## src/rtl/rapcore_spi_controller.sv

```systemverilog
`timescale 1ns/1ps
// Wishbone-slave SPI initiator (mode 0, MSB first, 32-bit words) for rapcore bring-up.
// Optional feature: define RAPCORE_SPI_LOOPBACK_EN to implement CTRL.LOOPBACK (COPI fed back as the sampled input).
module rapcore_spi_controller #(
    parameter logic [31:0] BASE_ADR  = 32'h3000_0000,
    parameter logic [7:0]  DIV_RESET = 8'd4
) (
    input  logic        wb_clk_i,
    input  logic        wb_rst_i,
    input  logic        wbs_stb_i,
    input  logic        wbs_cyc_i,
    input  logic        wbs_we_i,
    input  logic [3:0]  wbs_sel_i,
    input  logic [31:0] wbs_adr_i,
    input  logic [31:0] wbs_dat_i,
    output logic        wbs_ack_o,
    output logic [31:0] wbs_dat_o,
    output logic        SCK,
    output logic        CS,
    output logic        COPI,
    input  logic        CIPO,
    output logic        irq_o
);

    typedef enum logic [2:0] {
        S_IDLE,
        S_SETUP,
        S_HIGH,
        S_LOW,
        S_TAIL,
        S_GAP
    } state_e;

    state_e      state_q, state_d;
    logic [7:0]  divCnt_q, divCnt_d;
    logic [4:0]  bitCnt_q, bitCnt_d;
    logic [31:0] txShift_q, txShift_d;
    logic [31:0] rxShift_q, rxShift_d;
    logic        csActive_q, csActive_d;

    logic [31:0] txData_q, txData_d;
    logic [31:0] rxData_q, rxData_d;
    logic        rxValid_q, rxValid_d;
    logic        rxOvr_q, rxOvr_d;
    logic        holdCs_q, holdCs_d;
    logic        ie_q, ie_d;
    logic [7:0]  div_q, div_d;

    logic        ack_q, ack_d;
    logic [31:0] datOut_q, datOut_d;

    logic        adrMatch, accValid, wrFull, rdEn;
    logic [1:0]  regSel;
    logic        ctrlWr, txWr, startReq, statusRd, rxRd;
    logic [31:0] rdData;
    logic [7:0]  divEff;
    logic        phaseEnd, busy, xferDone, loopbackEn, sampleBit;
    logic        unusedAdrBits;

    assign unusedAdrBits = ^wbs_adr_i[1:0];

    // A second access is not accepted while ack is high, so a held strobe yields a one-cycle pulse.
    assign adrMatch = (wbs_adr_i[31:4] == BASE_ADR[31:4]);
    assign accValid = wbs_stb_i & wbs_cyc_i & adrMatch & ~ack_q;
    assign regSel   = wbs_adr_i[3:2];
    assign wrFull   = accValid & wbs_we_i & (wbs_sel_i == 4'hF);
    assign rdEn     = accValid & ~wbs_we_i;
    assign ctrlWr   = wrFull & (regSel == 2'd0);
    assign txWr     = wrFull & (regSel == 2'd2);
    assign startReq = ctrlWr & wbs_dat_i[0];
    assign statusRd = rdEn & (regSel == 2'd1);
    assign rxRd     = rdEn & (regSel == 2'd3);

`ifdef RAPCORE_SPI_LOOPBACK_EN
    logic loopback_q, loopback_d;

    always_comb begin
        loopback_d = loopback_q;
        if (ctrlWr) begin
            loopback_d = wbs_dat_i[2];
        end
    end

    always_ff @(posedge wb_clk_i) begin
        if (wb_rst_i) begin
            loopback_q <= 1'b0;
        end else begin
            loopback_q <= loopback_d;
        end
    end

    assign loopbackEn = loopback_q;
`else
    assign loopbackEn = 1'b0;
`endif

    assign divEff    = (div_q == 8'd0) ? 8'd1 : div_q;
    assign phaseEnd  = (divCnt_q >= (divEff - 8'd1));
    assign busy      = (state_q != S_IDLE);
    assign sampleBit = loopbackEn ? txShift_q[31] : CIPO;

    always_comb begin
        state_d    = state_q;
        divCnt_d   = divCnt_q;
        bitCnt_d   = bitCnt_q;
        txShift_d  = txShift_q;
        rxShift_d  = rxShift_q;
        csActive_d = csActive_q;
        xferDone   = 1'b0;

        if (state_q != S_IDLE) begin
            divCnt_d = phaseEnd ? 8'd0 : divCnt_q + 8'd1;
        end

        unique case (state_q)
            S_IDLE: begin
                if (!holdCs_q) begin
                    csActive_d = 1'b0;
                end
                if (startReq) begin
                    state_d    = S_SETUP;
                    txShift_d  = txData_q;
                    rxShift_d  = '0;
                    csActive_d = 1'b1;
                    divCnt_d   = 8'd0;
                    bitCnt_d   = 5'd0;
                end
            end
            S_SETUP: begin
                if (phaseEnd) begin
                    state_d = S_HIGH;
                end
            end
            S_HIGH: begin
                if (divCnt_q == 8'd0) begin
                    rxShift_d = {rxShift_q[30:0], sampleBit};
                end
                if (phaseEnd) begin
                    if (bitCnt_q == 5'd31) begin
                        state_d = S_TAIL;
                    end else begin
                        state_d   = S_LOW;
                        bitCnt_d  = bitCnt_q + 5'd1;
                        txShift_d = {txShift_q[30:0], 1'b0};
                    end
                end
            end
            S_LOW: begin
                if (phaseEnd) begin
                    state_d = S_HIGH;
                end
            end
            S_TAIL: begin
                if (phaseEnd) begin
                    xferDone = 1'b1;
                    if (holdCs_q) begin
                        state_d = S_IDLE;
                    end else begin
                        state_d    = S_GAP;
                        csActive_d = 1'b0;
                    end
                end
            end
            S_GAP: begin
                if (phaseEnd) begin
                    state_d = S_IDLE;
                end
            end
            default: begin
                state_d    = S_IDLE;
                csActive_d = 1'b0;
            end
        endcase
    end

    // A completing transfer takes priority over the read-side clears of RX_VALID and RX_OVR.
    always_comb begin
        holdCs_d  = holdCs_q;
        ie_d      = ie_q;
        div_d     = div_q;
        txData_d  = txData_q;
        rxData_d  = rxData_q;
        rxValid_d = rxValid_q;
        rxOvr_d   = rxOvr_q;

        if (ctrlWr) begin
            holdCs_d = wbs_dat_i[1];
            ie_d     = wbs_dat_i[3];
            div_d    = wbs_dat_i[15:8];
        end
        if (txWr) begin
            txData_d = wbs_dat_i;
        end

        if (xferDone) begin
            rxData_d  = rxShift_q;
            rxValid_d = 1'b1;
        end else if (rxRd) begin
            rxValid_d = 1'b0;
        end

        if (xferDone && rxValid_q) begin
            rxOvr_d = 1'b1;
        end else if (statusRd) begin
            rxOvr_d = 1'b0;
        end
    end

    always_comb begin
        rdData = '0;
        unique case (regSel)
            2'd0:    rdData = {16'h0, div_q, 4'h0, ie_q, loopbackEn, holdCs_q, 1'b0};
            2'd1:    rdData = {28'h0, rxOvr_q, csActive_q, rxValid_q, busy};
            2'd2:    rdData = txData_q;
            default: rdData = rxData_q;
        endcase
        ack_d    = accValid;
        datOut_d = rdEn ? rdData : 32'h0;
    end

    always_ff @(posedge wb_clk_i) begin
        if (wb_rst_i) begin
            state_q    <= S_IDLE;
            divCnt_q   <= 8'd0;
            bitCnt_q   <= 5'd0;
            txShift_q  <= '0;
            rxShift_q  <= '0;
            csActive_q <= 1'b0;
            txData_q   <= '0;
            rxData_q   <= '0;
            rxValid_q  <= 1'b0;
            rxOvr_q    <= 1'b0;
            holdCs_q   <= 1'b0;
            ie_q       <= 1'b0;
            div_q      <= DIV_RESET;
            ack_q      <= 1'b0;
            datOut_q   <= '0;
        end else begin
            state_q    <= state_d;
            divCnt_q   <= divCnt_d;
            bitCnt_q   <= bitCnt_d;
            txShift_q  <= txShift_d;
            rxShift_q  <= rxShift_d;
            csActive_q <= csActive_d;
            txData_q   <= txData_d;
            rxData_q   <= rxData_d;
            rxValid_q  <= rxValid_d;
            rxOvr_q    <= rxOvr_d;
            holdCs_q   <= holdCs_d;
            ie_q       <= ie_d;
            div_q      <= div_d;
            ack_q      <= ack_d;
            datOut_q   <= datOut_d;
        end
    end

    assign wbs_ack_o = ack_q;
    assign wbs_dat_o = datOut_q;
    assign SCK       = (state_q == S_HIGH);
    assign CS        = ~csActive_q;
    assign COPI      = txShift_q[31];
    assign irq_o     = rxValid_q & ie_q;

endmodule
```

## config.mk

```make
export PLATFORM = sky130hd
export DESIGN_NAME = rapcore_spi_controller
export DESIGN_NICKNAME = d
export VERILOG_FILES = /design/src/rtl/rapcore_spi_controller.sv
export SDC_FILE = /design/constraint.sdc
export NUM_CORES = 1
export LEC_CHECK = 0
export ABC_AREA = 1
export CORE_MARGIN = 4
export CORE_UTILIZATION = 59
export DETAILED_ROUTE_END_ITERATION = 8
export PLACE_DENSITY = 0.85
export SYNTH_ARGS = -nofsm -noshare
export SYNTH_HDL_FRONTEND = slang
export SYNTH_SLANG_ARGS = --single-unit
```

## constraint.sdc

```tcl
create_clock -name wb_clk_i -period 4.8 [get_ports wb_clk_i]
set_input_delay 0.72 -clock wb_clk_i [delete_from_list [all_inputs] [get_ports wb_clk_i]]
set_output_delay 0.72 -clock wb_clk_i [all_outputs]
set_load 0.03 [all_outputs]
```

==> out/metrics.csv, run 1 <==
stage,metric,value,unit
sta,Highest Clock Rate,0.290,GHz
power_and_ir_drop,internal cell power,3.18,mW
die,placeable core region,0.0139,mm2
layout,most frequent cells in the layout,"nor2_1 (275), nand2_1 (239), dfxtp_1 (190), inv_1 (144), o21ai_0 (141)",
worst_setup_path,data required time at the worst endpoint,5.13,ns
global_routing,Tot GR Track Use,27.9,%
worst_setup_path,"Worst Path Class, Setup",reg -> reg,
clocking,number of buffers on the longest clock path,2,
routing,wire length reported by the detailed router,22100,um
worst_setup_path,Critical Path Fanout Max,55,
worst_setup_path,Worst EP arrival,3.78,ns
clocking,"Clk pin slew, worst setup/hold paths",0.07,ns
sta,minimum clock period after layout,3.45,ns
placement,Detail Placement HPWL,14600,um
yosys,"Distinct cells, synth",36,
run,MaxCap Viol Count,0,
layout,antenna diode count,0,
yosys,share of the yosys chip area belonging to registers,45.1,%
clocking,number of buffers created by CTS,17,
hold_path,Hold Crit Class,reg -> reg,
routing,total number of vias,8024,
die,die boundary height,128,um
sta,unrepaired setup endpoints after global routing,false,
clocking,clk_lat worst skew,0.44,ns
power_and_ir_drop,Net Sw Power,1.65,mW
routing,number of nets with antenna violations after detailed routing,0,
sta,Final Cycle Share,71.9,%
die,number of I/O pins,111,
routing,number of search-and-repair iterations in the first detailed-routing pass,5,
sta,Worst Clk Skew,0.00970,ns
yosys,warning count from the yosys run,0,
sta,hold slack,0.461,ns
power_and_ir_drop,Reg power frac,43.6,%
global_routing,number of global-route vias before repair,7637,
sta,Final Hold Vio Count,0,
placement,cell total after placement,1473,
clocking,post-cts repair resize count,0,
global_routing,final global-route overflow total,0,
layout,layout-stage area growth over the synthesis result,20.4,%
run_status,result of the run,completed,
global_routing,first-pass GRT wire length,36600,um
worst_setup_path,critical path's slowest cell,dfxtp_1,
clocking,root buffer selected by CTS,clkbuf_16,
clocking,number of setup buffers added after CTS,0,
layout,# nets final,1399,
yosys,average cell area after synthesis,6.82,um2
placement,final weighted congestion in routability-driven placement,0.867,
power_and_ir_drop,VDD IR max,0.315,mV
sta,total negative slack,0,ns
global_routing,initial antenna violation count,0,
layout,"leading cell type in the layout, fill and taps excluded",nor2_1,
routing,drc violations,0,
routing,average routed wire per standard cell,14.7,um
power_and_ir_drop,P_leak,3.98,nW
clocking,post-cts hold buffer count,0,
worst_setup_path,maximum cell stage delay along the critical path,0.39,ns
yosys,number of instances in the synthesized netlist,1237,
die,width of the die,128,um
clocking,sink count of the clock tree,190,
worst_setup_path,cell-by-cell trace of the critical path,inv_1 -> nand2_1 -> nor3_1 -> a21oi_1 -> ha_1 -> nand2_1 -> xor2_1 -> inv_1 -> ha_1 -> nand2_1 -> nor2_1 -> nand4_1 -> nand4_4 -> nand3_2 -> buf_12 -> nor2_1 -> nor2_1,
worst_setup_path,critical path capture point type,flop,
routing,Initial DRC Count,901,
power_and_ir_drop,switching part of the total,34.1,%
yosys,Post-Synthesis Net Count,1324,
global_routing,largest net degree at the start of global routing,56,
power_and_ir_drop,Clock Power Share,29.6,%
yosys,area of the mapped netlist,0.00844,mm2
sta,number of setup violations in the final report,0,
sta,total count of max-transition violations in the final report,0,
layout,share of layout cells above drive strength 1,4.31,%
die,die footprint,0.0163,mm2
clocking,H-tree levels,4,
sta,max-slew headroom at the worst pin,23.8,%
placement,IO buf count,108,
power_and_ir_drop,Pwr Density,475,mW/mm2
worst_setup_path,critical path launch point type,flop,
layout,Layout Cells excl Fill,1504,
routing,Via-to-Cell Ratio,5.34,
die,row count,43,
yosys,Seq cells post-synth,190,
sta,Worst-Margin Slew,1.14,ns
clocking,clock tree from TritonCTS,done,
die,Initial Utilization,60.6,%
power_and_ir_drop,Comb pwr share,26.8,%
-- power groups by stage --
| stage | clock (mW) | sequential (mW) | combinational [mW] |
|---|---|---|---|
| floorplan | 0 | 2.09 | 1.00 |
| global placement | 0 | 2.12 | 1.22 |
| detailed placement | 0 | 2.13 | 1.26 |
| CTS | 1.43 | 2.10 | 1.29 |
| global route | 1.51 | 2.14 | 1.50 |
| finish | 1.43 | 2.10 | 1.30 |
-- critical path: cells and delay by family (launching register included) --
| family | cells | cell delay (ns) |
|---|---|---|
| compound gates | 1 | 0.29 |
| xor+xnor | 1 | 0.14 |
| fa+ha+maj | 2 | 0.54 |
| flops | 1 | 0.39 |
| simple gates | 10 | 1.45 |
| buf+inv | 3 | 0.48 |
-- worst paths after layout --
path                                   start            end  depth (start not counted)  slack, ns
worst min register to register  txData_q[19]  wbs_dat_o[19]                          2       0.46
worst max register to register      div_q[2]  txShift_q[18]                         17       1.35
worst min-delay path            txData_q[19]  wbs_dat_o[19]                          2       0.46
worst max-delay path                div_q[2]  txShift_q[18]                         17       1.35
-- flip-flops by register name, summed over array words and instances (netlist names), 3 cells and up --
signal / flops
txData_q: 32
txShift_q: 32
state_q: 3
rxData_q: 32
divCnt_q: 8
wbs_dat_o: 32
div_q: 8
bitCnt_q: 5
rxShift_q: 32
-- synthesized netlist by cell type --
library cell	n	area share (%)
nand4_1	12	0.89
o21ai_0	141	8.4
buf_4	3	0.27
o21ai_1	1	0.059
clkbuf_1	48	2.1
a41oi_1	2	0.21
nand4_4	1	0.25
o21a_1	3	0.27
or2_2	2	0.15
a31oi_1	11	0.82
buf_6	3	0.40
o211ai_1	1	0.089
a22o_1	1	0.10
inv_2	3	0.13
nor2_8	1	0.24
nand3_1	19	1.1
inv_1	145	6.5
nor3_1	7	0.42
xor2_1	7	0.73
nand2_1	239	11
and2_1	1	0.074
a21oi_1	82	4.9
ha_1	13	1.9
nand2_4	1	0.13
clkinv_1	1	0.044
xnor2_1	1	0.10
o31ai_1	1	0.089
a21oi_4	1	0.19
nand3b_1	4	0.36
nand2_2	3	0.22
nand3_2	1	0.12
dfxtp_1	190	45
nor2_4	1	0.13
o22ai_1	1	0.074
nor2_1	276	12
buf_2	10	0.59
-- kinds of logic after synthesis --
kind of cell             count (synthesis)  share of synthesized area [%]
AO/OA/AOI/OAI                          245                           15.1
XOR/XNOR                                 8                          0.830
adder cells (fa/ha/maj)                 13                           1.93
buffers and inverters                  213                           10.0
flip-flops                             190                           45.1
AND/OR/NAND/NOR                        568                           27.0
-- stage by stage --
step                      worst slack (ns)  power, mW  instance area, um2  util, %
after global placement                1.49       3.33                9570     68.7
after CTS                             1.40       4.82               10200     72.9
after detailed placement              1.48       3.39                9570     68.7
final                                 1.35       4.83               10200     72.9
after floorplan                       2.09       3.09                8440        -
after global routing                  1.02       5.15               10200     72.9
-- metal layers --
| layer | GRT usage, % | part of all wire [%] |
|---|---|---|
| met4 | 9.49 | 2.1 |
| met2 | 46.2 | 47 |
| met5 | 0 | 0 |
| met1 | 37.3 | 45 |
| met3 | 4.26 | 5.5 |
-- layout make-up --
type,count,area (um2)
clock buffer,21,450
clock inverter,10,139
fill,1112,3780
inverter,149,561
multi-input combinational,834,3800
sequential,190,3800
tap,180,225
timing repair buffer,120,1180
No activity file was read; power rests on OpenSTA's default activity.
==> run 2, diff against run 1 <==
--- a/config.mk
+++ b/config.mk
@@ -7,9 +7,9 @@
 export LEC_CHECK = 0
 export ABC_AREA = 1
 export CORE_MARGIN = 4
-export CORE_UTILIZATION = 59
+export CORE_UTILIZATION = 50
 export DETAILED_ROUTE_END_ITERATION = 8
-export PLACE_DENSITY = 0.85
+export PLACE_DENSITY = 0.76
 export SYNTH_ARGS = -nofsm -noshare
 export SYNTH_HDL_FRONTEND = slang
 export SYNTH_SLANG_ARGS = --single-unit
==> constraint.sdc (replaced) <==
create_clock -name wb_clk_i -period 3.1 [get_ports wb_clk_i]
set_input_delay 0.465 -clock wb_clk_i [delete_from_list [all_inputs] [get_ports wb_clk_i]]
set_output_delay 0.465 -clock wb_clk_i [all_outputs]
set_load 0.03 [all_outputs]
==> run 2 against run 1 <==
Net effect:
- sequential share of layout area shrank 0.60 points
- register-to-register slack lost 1.1 ns
- cell area grew 1.6%
- non-clock buffer count grew 10
- worst hold slack gained 0.0063 ns
- clock power grew 50%
- clock skew shrank 0.0021 ns
- largest cell class is now multi-input gates
- critical path depth is the same
==> out/metrics.csv, run 2 (same netlist as run 1, synthesis figures left out) <==
stage,metric,value,unit,change
run_status,result of the run,completed,,
placement,IO buf count,108,,unchanged
routing,number of search-and-repair iterations in the first detailed-routing pass,5,,unchanged
die,placeable core region,0.0166,mm2,+19%
clocking,number of buffers created by CTS,17,,unchanged
clocking,H-tree levels,4,,unchanged
routing,total number of vias,7635,,-4.8%
layout,Layout Cells excl Fill,1554,,+3.3%
hold_path,Hold Crit Class,reg -> reg,,
run,MaxCap Viol Count,0,,unchanged
sta,total negative slack,0,ns,unchanged
sta,number of setup violations in the final report,0,,unchanged
placement,cell total after placement,1520,,+3.2%
global_routing,final global-route overflow total,0,,unchanged
layout,# nets final,1409,,+0.71%
worst_setup_path,Critical Path Fanout Max,33,,-40%
worst_setup_path,critical path launch point type,flop,,
power_and_ir_drop,Pwr Density,715,mW/mm2,+50%
routing,Initial DRC Count,511,,-43%
global_routing,number of global-route vias before repair,6830,,-11%
sta,max-slew headroom at the worst pin,59.4,%,+36 points
clocking,clk_lat worst skew,0.43,ns,about the same
routing,wire length reported by the detailed router,21200,um,-3.8%
hold_path,hold path start,rxData_q[16],,
clocking,root buffer selected by CTS,clkbuf_16,,
global_routing,Tot GR Track Use,22.8,%,-5.1 points
layout,area taken by flip-flops and latches,0.00380,mm2,unchanged
worst_setup_path,Worst EP arrival,3.16,ns,-0.62 ns
layout,"leading cell type in the layout, fill and taps excluded",nor2_1,,
clocking,number of buffers on the longest clock path,2,,unchanged
sta,Final Hold Vio Count,0,,unchanged
worst_setup_path,worst reg2reg startpoint,div_q[2],,
die,die boundary height,138,um,+8.1%
sta,Worst-Margin Slew,0.609,ns,-0.532 ns
clocking,"Clk pin slew, worst setup/hold paths",0.07,ns,about the same
worst_setup_path,"Worst Path Class, Setup",reg -> reg,,
layout,Fillers,1548,,+39%
sta,minimum clock period after layout,2.83,ns,-0.616 ns
clocking,sink count of the clock tree,190,,unchanged
global_routing,first-pass GRT wire length,34100,um,-6.7%
worst_setup_path,data required time at the worst endpoint,3.43,ns,-1.70 ns
routing,Via-to-Cell Ratio,4.91,,-7.9%
global_routing,initial antenna violation count,0,,unchanged
sta,Highest Clock Rate,0.353,GHz,+22%
clocking,post-cts hold buffer count,0,,unchanged
sta,Worst Clk Skew,0.00764,ns,-0.00205 ns
power_and_ir_drop,P_leak,4.05,nW,+1.7%
layout,layout-stage area growth over the synthesis result,22.4,%,
worst_setup_path,critical path capture point type,flop,,
placement,Detail Placement HPWL,14600,um,+0.33%
layout,area of combinational cells with multiple inputs,0.00382,mm2,+0.59%
placement,final weighted congestion in routability-driven placement,0.945,,+8.9%
power_and_ir_drop,VDD IR max,0.462,mV,+46%
die,row count,47,,+9.3%
worst_setup_path,crit path from,div_q[2],,
sta,Final Cycle Share,91.4,%,+20 points
clocking,clock tree from TritonCTS,done,,
layout,share of layout cells above drive strength 1,5.62,%,+1.3 points
die,width of the die,138,um,+8.1%
sta,total count of max-transition violations in the final report,0,,unchanged
layout,antenna diode count,0,,unchanged
routing,drc violations,0,,unchanged
routing,average routed wire per standard cell,13.7,um,-6.9%
die,die footprint,0.0190,mm2,+17%
global_routing,largest net degree at the start of global routing,103,,+84%
die,Initial Utilization,50.9,%,-9.7 points
routing,number of nets with antenna violations after detailed routing,0,,unchanged
die,number of I/O pins,111,,unchanged
layout,most frequent cells in the layout,"nor2_1 (275), nand2_1 (239), dfxtp_1 (190), inv_1 (144), o21ai_0 (139)",,
## run 2: timing repair
action,in CTS,in global routing
gates resized for setup,0,11
endpoints found under the hold margin,0,0
endpoints found under the setup margin,0,76
setup buffers,0,3
## run 2: metal layers
metal | share of wire [%] | track usage, %
met5 | 0 | 0
met4 | 1.3 | 5.98
met3 | 5.0 | 4.21
met2 | 45 | 34.5
met1 | 49 | 33.5
## run 2: layout make-up
cell class                 count  area share (%)
multi-input combinational    834            37.0
sequential                   190            36.8
tap                          220            2.67
clock inverter                12            1.24
clock buffer                  19            4.29
timing repair buffer         130            12.6
inverter                     149            5.43
## run 2: worst paths after layout
check                       end  slack, ns  cells after the start
setup / recovery   rxData_q[27]       0.27                     17
hold reg to reg   wbs_dat_o[16]       0.47                      2
setup reg to reg   rxData_q[27]       0.27                     17
hold / removal    wbs_dat_o[16]       0.47                      2
## run 2: worst max-delay path, cell delays in order, from the launching register on
cell and delay (ns):
dfxtp_1 0.41, inv_1 0.10, nand2_1 0.08, nor3_2 0.05, a21oi_2 0.15, buf_4 0.14, nand4_1 0.13, o31ai_2 0.22
ha_1 0.28, a21oi_1 0.16, o21a_2 0.20, and2_1 0.19, nand2_1 0.08, nand2_2 0.11, inv_2 0.06, buf_12 0.16
nor2_1 0.13, nor2_1 0.06
## run 2: per-stage QoR
step | setup WS [ns] | power [mW] | hold WS (ns) | utilization, % | area (um2)
after floorplan | 0.388 | 4.78 | 0.437 | - | 8440
after global placement | 0.149 | 5.21 | 0.450 | 58.5 | 9700
after detailed placement | 0.0760 | 5.27 | 0.460 | 58.5 | 9700
after CTS | 0.0452 | 7.40 | 0.470 | 61.9 | 10300
after global routing | -0.0287 | 7.92 | 0.483 | 62.3 | 10300
final | 0.266 | 7.39 | 0.467 | 62.3 | 10300
## run 2: power by group
group	total, mW	internal, mW	switching (mW)
clock	2.14	1.15	0.986
sequential	3.26	2.94	0.317
combinational	1.99	0.732	1.26
total	7.39	4.82	2.56
==> run 3, diff against run 2 <==
--- a/config.mk
+++ b/config.mk
@@ -10,6 +10,8 @@
 export CORE_UTILIZATION = 50
 export DETAILED_ROUTE_END_ITERATION = 8
 export PLACE_DENSITY = 0.76
+export REMOVE_ABC_BUFFERS = 1
+export SLEW_MARGIN = 25
 export SYNTH_ARGS = -nofsm -noshare
 export SYNTH_HDL_FRONTEND = slang
 export SYNTH_SLANG_ARGS = --single-unit
==> run 3 against run 2 <==
Net effect:
- die area stayed put
- utilization is 0.77 points higher
- worst hold slack worse by 0.010 ns
- critical path depth is 1 higher
- fmax is 3.3% lower
- global-route usage is 0.82 points lower
- cell count is 0.13% higher
- critical endpoint is now rxData_q[4]
- worst setup slack worse by 0.097 ns
- highest routed layer unchanged
==> out/metrics.csv, run 3 (same netlist as run 1, synthesis figures left out) <==
stage,metric,value,unit,change
sta,Highest Clock Rate,0.341,GHz,-3.3%
clocking,clk_lat worst skew,0.44,ns,about the same
die,die footprint,0.0190,mm2,unchanged
routing,number of search-and-repair iterations in the first detailed-routing pass,6,,+1
clocking,number of buffers on the longest clock path,2,,unchanged
global_routing,first-pass GRT wire length,33500,um,-1.9%
routing,wire length reported by the detailed router,20900,um,-1.7%
die,die boundary height,138,um,unchanged
layout,layout-stage area growth over the synthesis result,23.9,%,
layout,area taken by flip-flops and latches,0.00381,mm2,about the same
sta,Worst-Margin Slew,0.662,ns,+0.0529 ns
placement,final weighted congestion in routability-driven placement,0.841,,-11%
power_and_ir_drop,VDD IR max,0.455,mV,-1.4%
global_routing,largest net degree at the start of global routing,149,,+45%
run,MaxCap Viol Count,0,,unchanged
layout,"leading cell type in the layout, fill and taps excluded",nor2_1,,
sta,minimum clock period after layout,2.93,ns,+0.0966 ns
clocking,sink count of the clock tree,190,,unchanged
sta,total count of max-transition violations in the final report,0,,unchanged
sta,number of setup violations in the final report,0,,unchanged
layout,area of combinational cells with multiple inputs,0.00381,mm2,about the same
layout,antenna diode count,0,,unchanged
clocking,H-tree levels,4,,unchanged
worst_setup_path,most common cell type on the critical path,nand2_1,,
routing,number of nets with antenna violations after detailed routing,0,,unchanged
routing,Initial DRC Count,662,,+30%
worst_setup_path,maximum cell stage delay along the critical path,0.34,ns,-0.07 ns
placement,area of placed instances,0.00974,mm2,+0.41%
power_and_ir_drop,Pwr Density,722,mW/mm2,+0.94%
power_and_ir_drop,P_leak,4.11,nW,+1.5%
worst_setup_path,critical path launch point type,flop,,
power_and_ir_drop,power after layout,7.55,mW,+2.2%
worst_setup_path,critical path capture point type,flop,,
routing,total number of vias,7787,,+2.0%
sta,Worst Clk Skew,0.0108,ns,+0.00311 ns
layout,# nets final,1412,,+0.21%
sta,Final Cycle Share,94.5,%,+3.1 points
layout,share of layout cells above drive strength 1,5.84,%,+0.22 points
clocking,root buffer selected by CTS,clkbuf_16,,
global_routing,final global-route overflow total,0,,unchanged
clocking,"Clk pin slew, worst setup/hold paths",0.07,ns,about the same
global_routing,number of global-route vias before repair,7075,,+3.6%
layout,most frequent cells in the layout,"nor2_1 (274), nand2_1 (239), dfxtp_1 (188), inv_1 (142), o21ai_0 (126)",,
clocking,number of buffers created by CTS,17,,unchanged
worst_setup_path,crit path from,div_q[3],,
placement,Detail Placement HPWL,12900,um,-12%
hold_path,Hold Crit Class,reg -> reg,,
die,Initial Utilization,50.9,%,unchanged
worst_setup_path,Worst EP arrival,3.26,ns,+0.10 ns
routing,drc violations,0,,unchanged
die,row count,47,,unchanged
worst_setup_path,worst reg2reg startpoint,div_q[3],,
die,number of I/O pins,111,,unchanged
worst_setup_path,cell-by-cell trace of the critical path,inv_2 -> nand2_1 -> nor3_2 -> a21oi_2 -> ha_2 -> nand3_1 -> xor2_1 -> inv_1 -> ha_1 -> nand2_1 -> nor2_2 -> nand4_1 -> buf_4 -> nand2_1 -> nand2_4 -> clkbuf_16 -> o21ai_0 -> nor2_1,,
clocking,post-cts hold buffer count,0,,unchanged
global_routing,initial antenna violation count,0,,unchanged
worst_setup_path,"Worst Path Class, Setup",reg -> reg,,
routing,Via-to-Cell Ratio,5.00,,+1.9%
worst_setup_path,critical path's slowest cell,dfxtp_2,,
sta,max-slew headroom at the worst pin,55.9,%,-3.5 points
layout,Final Cell Area,0.0105,mm2,+1.2%
layout,Fillers,1483,,-4.2%
die,placeable core region,0.0166,mm2,unchanged
die,width of the die,138,um,unchanged
run_status,result of the run,completed,,
worst_setup_path,Critical Path Fanout Max,6,,-82%
worst_setup_path,data required time at the worst endpoint,3.43,ns,about the same
routing,average routed wire per standard cell,13.4,um,-1.9%
hold_path,hold path start,txData_q[30],,
clocking,clock tree from TritonCTS,done,,
sta,Final Hold Vio Count,0,,unchanged
global_routing,Tot GR Track Use,22.0,%,-0.82 points
placement,IO buf count,108,,unchanged
sta,unrepaired setup endpoints after global routing,true,,
[run 3: changes by cell type in the layout (fill, tap and decap cells not counted), moves of 2 or more]
| cell | change |
|---|---|
| dfxtp_2 | +2 |
| inv_8 | -3 |
| dfxtp_1 | -2 |
| clkbuf_16 | +2 |
| buf_6 | +4 |
| o21ai_0 | -13 |
| bufinv_16 | +3 |
| o21ai_1 | +13 |
| buf_4 | -4 |
| inv_1 | -2 |
[run 3: final timing paths]
check,endpoint,slack [ns],cells after the start
worst max-delay path,rxData_q[4],0.17,18
worst min register to register,wbs_dat_o[30],0.46,2
worst max register to register,rxData_q[4],0.17,18
worst min-delay path,wbs_dat_o[30],0.46,2
[run 3: worst max-delay path, delay by kind of cell (launching register included)]
kind / cells / cell delay (ns)
AO/OA/AOI/OAI: 2 / 0.26
XOR/XNOR: 1 / 0.15
adder cells (fa/ha/maj): 2 / 0.48
buffers and inverters: 4 / 0.53
flip-flops: 1 / 0.34
AND/OR/NAND/NOR: 9 / 1.07
[run 3: metrics by stage]
| step | setup slack (ns) | instances | utilization, % | hold slack, ns | TNS (ns) |
|---|---|---|---|---|---|
| global placement | 0.126 | 1522 | 58.7 | 0.449 | 0 |
| global route | -0.0226 | 1556 | 63.0 | 0.481 | -0.257 |
| detailed placement | 0.0504 | 1522 | 58.7 | 0.454 | 0 |
| finish | 0.169 | 1556 | 63.0 | 0.457 | 0 |
| CTS | 0.0266 | 1552 | 62.4 | 0.466 | 0 |
| floorplan | -0.323 | 1173 | - | 0.438 | -15.64 |
[run 3: timing repair]
item / 4_1_cts / 5_1_grt
gates resized for setup: 0 / 29
endpoints found under the setup margin: 0 / 81
buffers inserted: 0 / 1
hold endpoints to repair: 0 / 0
[run 3: metal layers]
layer  vias up  global-route usage [%]  part of all wire (%)
li1       4049                       -                     -
met1      3478                    29.2                    46
met2       230                    36.3                    46
met3        30                    4.64                   6.3
met4         0                    6.15                   1.5
met5         -                       0                     0
[run 3: area by class of cell]
type                    count  area share [%]
flip-flops and latches    190            36.4
inverters                 149            5.41
clock inverters            10            1.56
repair buffers            133            13.2
well taps                 220            2.63
multi-input cells         834            36.5
clock buffers              20            4.27
[run 3: power breakdown]
part	leakage (nW)	internal, mW	total, mW	switching, mW
Sequential	1.54	2.94	3.26	0.319
Combinational	2.27	0.728	1.99	1.26
Clock	0.292	1.36	2.30	0.932
Total	4.11	5.03	7.55	2.51
